==> config.mk <==
export PLATFORM = sky130hd
export DESIGN_NAME = basic_top
export DESIGN_NICKNAME = d
export VERILOG_FILES = /design/src/rtl/basic_pkg.sv /design/src/rtl/basic_syscon.sv /design/src/rtl/basic_top.sv
export SDC_FILE = /design/constraint.sdc
export NUM_CORES = 1
export LEC_CHECK = 0
export ABC_AREA = 0
export BUFFER_PORTS_ARGS = -buffer_cell sky130_fd_sc_hd__clkbuf_2
export CORE_MARGIN = 2
export CORE_UTILIZATION = 45
export CTS_BUF_LIST = sky130_fd_sc_hd__clkbuf_4
export DETAILED_ROUTE_END_ITERATION = 12
export PLACE_DENSITY = 0.76
export SYNTH_ARGS = -nofsm -noshare
export SYNTH_HDL_FRONTEND = slang
export SYNTH_HIERARCHICAL = 1
export SYNTH_SLANG_ARGS = --single-unit
==> constraint.sdc <==
create_clock -name CLK_IN -period 0.8 [get_ports CLK_IN]
set_input_delay 0.08 -clock CLK_IN [delete_from_list [all_inputs] [get_ports CLK_IN]]
set_output_delay 0.08 -clock CLK_IN [all_outputs]
set_load 0.05 [all_outputs]
==> src/rtl/basic_pkg.sv <==
// basic_pkg: shared constants for the basic board demo.
package basic_pkg;
  localparam int LOCK_CYCLES_DEF = 100;
  localparam int LED_W = 8;
  localparam int LED_RUN_BIT = 7;
  localparam logic [LED_W-1:0] LED_RST = '0;
  localparam logic [LED_W-1:0] SW_RST = '0;
  localparam logic [LED_W-1:0] RUN_MASK = LED_W'(1) << LED_RUN_BIT;
endpackage

==> src/rtl/basic_syscon.sv <==
// basic_syscon: emulated clock-manager lock and clean internal reset generation.
module basic_syscon
  import basic_pkg::*;
#(
  parameter int LOCK_CYCLES = LOCK_CYCLES_DEF
) (
  input  logic CLK_IN,
  input  logic RESET_IN,
  output logic LOCKED,
  output logic rst
);
  localparam int CW = $clog2(LOCK_CYCLES + 1) > 7 ? $clog2(LOCK_CYCLES + 1) : 7;
  logic [CW-1:0] cnt, cnt_nxt;
  logic rst_meta;
  always_comb cnt_nxt = (cnt == CW'(LOCK_CYCLES)) ? cnt : cnt + 1'b1;
  always_ff @(posedge CLK_IN or posedge RESET_IN)
    if (RESET_IN) begin
      cnt <= '0;
      LOCKED <= 1'b0;
    end else begin
      cnt <= cnt_nxt;
      LOCKED <= LOCKED | (cnt_nxt == CW'(LOCK_CYCLES));
    end
  // Reset asserts asynchronously but releases two edges after lock.
  always_ff @(posedge CLK_IN or posedge RESET_IN)
    if (RESET_IN) {rst, rst_meta} <= 2'b11;
    else {rst, rst_meta} <= {rst_meta, ~LOCKED};
endmodule

==> src/rtl/basic_top.sv <==
// basic_top: board demo top; synchronized switches mirrored to LEDs with a running indicator.
module basic_top
  import basic_pkg::*;
#(
  parameter int LOCK_CYCLES = LOCK_CYCLES_DEF
) (
  input  logic             CLK_IN,
  input  logic             RESET_IN,
  input  logic [LED_W-1:0] SWITCHES,
  output logic [LED_W-1:0] LEDS
);
  logic rst, locked;
  logic [LED_W-1:0] sw_meta, sw_sync, led_nxt;
  basic_syscon #(.LOCK_CYCLES(LOCK_CYCLES)) syscon (
    .CLK_IN(CLK_IN),
    .RESET_IN(RESET_IN),
    .LOCKED(locked),
    .rst(rst)
  );
  // OR-ing the run mask overrides the synchronized switch 7 value.
  always_comb led_nxt = sw_sync | (locked ? RUN_MASK : '0);
  always_ff @(posedge CLK_IN or posedge rst)
    if (rst) begin
      sw_meta <= SW_RST;
      sw_sync <= SW_RST;
      LEDS <= LED_RST;
    end else begin
      sw_meta <= SWITCHES;
      sw_sync <= sw_meta;
      LEDS <= led_nxt;
    end
endmodule

# --- After elaboration in Yosys (flattened, before gate mapping) ---
# Index checks and enable logic that the tools add are counted.
word_totals:
  ff_bits: 34
  inputBits: 10
  output_inout_bits: 8
  wordCells: 15
classes:
  addsub: 1
  eq_ne: 2
  mux: 2
  bitwise_logic: 3
op_table:
  columns: ["op", "count"]
  rows:
  - ["$eq 7x7->1 const B", 2]
  - ["$mux 8", 1]
  - ["$or 8x8->8", 1]
  - ["$add 7x1->7 const B", 1]
  - ["$mux 7", 1]
  - ["$not 1->1", 1]
  - ["$or 1x1->1", 1]

# --- Depth between registers and ports, before layout ---
logic_depth:
  ltp_word: 4
  depth_mapped: 6
  depth_no_buf: 6

# --- Modules after synthesis ---
# The synthesis kept the hierarchy.
by_module_without_submodules:
  columns: ["module", "n_inst", "cells_each", "area_each_um2", "seq_area_each_um2"]
  rows:
  - ["basic_top", 1, 26, 610.6, 600.6]
  - ["basic_syscon", 1, 41, 470.5, 252.7]

# --- Least setup slack after synthesis ---
# OpenSTA, ideal clock, no wires.
synth_timing:
  path_type: "register to register"
  startpoint: "register syscon.cnt[0]"
  endpoint: "register syscon.LOCKED"
  setup_time_ps: 120
  t_arrival_ps: 1701
  path_slack_ps: -1021
  stages_incl_launch_ff: 7
  synth_period_minus_slack_ps: 1821
  cell_sequence: "dfrtp_1 -> inv_1 -> ha_1 -> nand4b_4 -> and4_4 -> or4_1 -> a31o_1"
synth_between:
  elab_chain_cells: 4
synth_lines:
  columns: ["item", "line_no", "rtl"]
  rows:
  - ["from (decl)", "basic_syscon.sv:13", "logic [CW-1:0] cnt, cnt_nxt;"]
  - ["from (signal assigned)", "basic_syscon.sv:21", "cnt <= cnt_nxt;"]
  - ["$add 7x1->7 / $eq 7x7->1 (equally long branches)", "basic_syscon.sv:15", "always_comb cnt_nxt = (cnt == CW'(LOCK_CYCLES)) ? cnt : cnt + 1'b1;"]
  - ["$mux 7 (*)", "basic_syscon.sv:15", null]
  - ["$eq 7x7->1 (*)", "basic_syscon.sv:22", "LOCKED <= LOCKED | (cnt_nxt == CW'(LOCK_CYCLES));"]
  - ["$or 1x1->1 (*)", "basic_syscon.sv:22", null]
  - ["to (signal assigned)", "basic_syscon.sv:22", null]
  - ["to (decl)", "basic_syscon.sv:9", "output logic LOCKED,"]
# Every way passes the cells marked *; elsewhere a longest branch is shown, timed or not.

# --- Final worst setup path ---
# Same ends and word-level chain as after synthesis.

==> results.toml <==
[status]
status = "finished with violations"
violations = "negative setup slack"

[setup_path]
cpPeakStageDelay_ns = 0.42
critPathCaptureType = "flip-flop"
critPathSlowestCell = "dfrtp_1"
required_ns = 1.03
criticalPathCategory = "flip-flop to flip-flop"
cp.arrival_ns = 1.87
cp_cell_sequence = "inv_2 -> ha_4 -> nand4b_4 -> and4_4 -> or4_4 -> a31o_1"
crit_path_start_kind = "flip-flop"
critical_path_peak_fanout = 3

[logic_synthesis]
ys_warn_count = 6
postSynthAreaPerCell_sq_um = 16.1
async_reset_ff_share_pct = 100
synth_edf_count = 0
ys_seq_elements = 34
ys.flop_type = "dfrtp_1"
synth.distinct_cells = 19
syn_nets = 79
netlist_instances = 67
synth_area_sq_um = 1080
seq_area_frac_synth_pct = 78.9

[timing]
hold_violations = 0
worst_slack_ns = -0.835
worst_slew_pin_slew_ns = 0.485
grt_setup_unrepaired = "yes"
fin_crit_ns = 1.64
skew_ns = 0.00666
slew-limit-headroom_pct = 67.6
setup_violations = 16
fmax_ghz = 0.611
period_share_pct = 204
finalMaxSlewViolations = 0

[finish]
mostFrequentLayoutCells = "dfrtp_1, buf_4, dlygate4sd3_1, clkbuf_2, buf_8"
diodes = 0
drive_gt1_share_pct = 50.0
area_growth_pct = 51.4
fin_area_sq_um = 1640
final_common_cell = "dfrtp_1"
final_nets = 127

[clock_network]
cts-root-buf = "clkbuf_4"
cts_tree = "built"
cts_buffer_depth = 2
insertion_delay_ns = 0.33
htree_levels = 2
numCtsBuffers = 5
cts_sinks = 34
path_clk_slew_ns = 0.10

[grt]
grt_pass1_wl_um = 3200
grt-ovfl-total = 0
grt_pass1_vias = 740
antenna_found_initial = 0
grt_max_degree = 25
grtUsageTotal_pct = 17.7

[drt]
antenna_left = 0
vias = 652
vias_per_cell = 4.53
post_drt_wl_per_cell_um = 13.1
drtPass1Iterations = 4
routed_wl_um = 1890
drc = 0
drt_iter0_markers = 5

[min_path]
min_path_type = "input port to asynchronous set/reset pin"

[placed_design]
post_dp_cell_area_sq_um = 1310
io_buffers = 17
routabilityCongestion = 0.798
post-dp-hpwl_um = 1170

[power]
ir_drop_mv = 1.45
power.leakage_nw = 0.792
power.density_nw_per_um2 = 1760
finalPower_mw = 2.89

[floorplanning]
die_x_um = 53.0
core-area_sq_um = 2230
io_pins = 18
initial_core_util_pct = 48.4
dieArea_sq_um = 2810
fp-row-count = 17
die_h_um = 53.0

[job]
cap_violations = 0
==> registers in the layout, indices dropped and copies added (netlist names) <==
name	count
LEDS	8
sw_meta	8
sw_sync	8
syscon/cnt	7
syscon/LOCKED	1
syscon/rst	1
syscon/rst_meta	1
==> critical path: cells and delay by family (launching register included) <==
kind / cells / cell delay (ns)
buf+inv: 1 / 0.09
flops: 1 / 0.42
compound gates: 1 / 0.22
simple gates: 3 / 0.68
fa+ha+maj: 1 / 0.13
==> metal layers <==
metal,vias to the layer above,share of wire (%),track usage (%)
met5,-,0,0
met2,17,53,27.1
met4,0,2.0,12.4
met1,315,41,20.6
met3,5,4.2,6.21
li1,315,-,-
==> Yosys cell counts (2+ instances only) <==
| cell type | instances | area (sq um) |
|---|---|---|
| dfstp_2 | 2 | 52.6 |
| o21ai_0 | 2 | 10.0 |
| xnor2_1 | 4 | 35.0 |
| inv_1 | 6 | 22.5 |
| dfrtp_1 | 32 | 801 |
| nand2_1 | 3 | 11.3 |
| nand3_1 | 2 | 10.0 |
| ha_1 | 2 | 25.0 |
| nor3_1 | 3 | 15.0 |
| nor2_1 | 2 | 7.51 |
==> area by class of cell <==
class,instances,area [sq um]
multi-input cells,27,289
inverters,6,26.3
clock buffers,5,37.5
flip-flops and latches,34,853
repair buffers,41,379
fillers,146,597
clock inverters,3,16.3
well taps,28,35.0
==> stage by stage <==
stage / setup slack (ns) / utilization (%) / cells / hold WS (ns) / TNS (ns)
CTS: -0.791 / 71.6 / 143 / 0.251 / -4.45
global route: -0.891 / 73.3 / 144 / 0.262 / -5.46
finish: -0.835 / 73.3 / 144 / 0.242 / -4.70
detailed placement: -0.829 / 58.5 / 124 / 0.0545 / -3.33
global placement: -0.782 / 58.5 / 124 / 0.0474 / -3.14
floorplan: -0.824 / - / 67 / -0.0813 / -2.25
==> timing repair <==
action / 4_1_cts / 5_1_grt
buffers inserted: 3 / 2
hold buffers: 9 / 0
setup endpoints to repair: 16 / 16
gates resized for setup: 31 / 12
pin swaps: 4 / 3
hold endpoints to repair: 18 / 0
==> where the power goes <==
part	total [mW]	switching [mW]	internal, mW
Sequential	1.81	0.0241	1.78
Combinational	0.204	0.104	0.100
Clock	0.875	0.549	0.326
Total	2.89	0.677	2.21
==> kinds of logic (layout without fill, tap and decap cells) <==
| family | Yosys count | after routing | share of synthesized area, % |
|---|---|---|---|
| AO/OA/AOI/OAI | 3 | 3 | 1.74 |
| flip-flops | 34 | 34 | 78.9 |
| adder cells (fa/ha/maj) | 2 | 2 | 2.31 |
| AND/OR/NAND/NOR | 17 | 17 | 10.9 |
| buffers and inverters | 6 | 55 | 2.08 |
| XOR/XNOR | 5 | 5 | 4.05 |
==> final timing paths <==
check | from | endpoint | slack [ns] | depth (start not counted)
min in group CLK_IN | sw_meta[7] | sw_sync[7] | 0.36 | 0
max | syscon/cnt[0] | syscon/LOCKED | -0.84 | 6
min reg2reg | syscon/rst | LEDS[7] | 0.28 | 1
max in group asynchronous | syscon/rst | LEDS[5] | 0.22 | 1
max reg2reg | syscon/cnt[0] | syscon/LOCKED | -0.84 | 6
min | RESET_IN | syscon/cnt[3] | 0.24 | 3
Note: power is estimated with default switching activity, not from simulation.
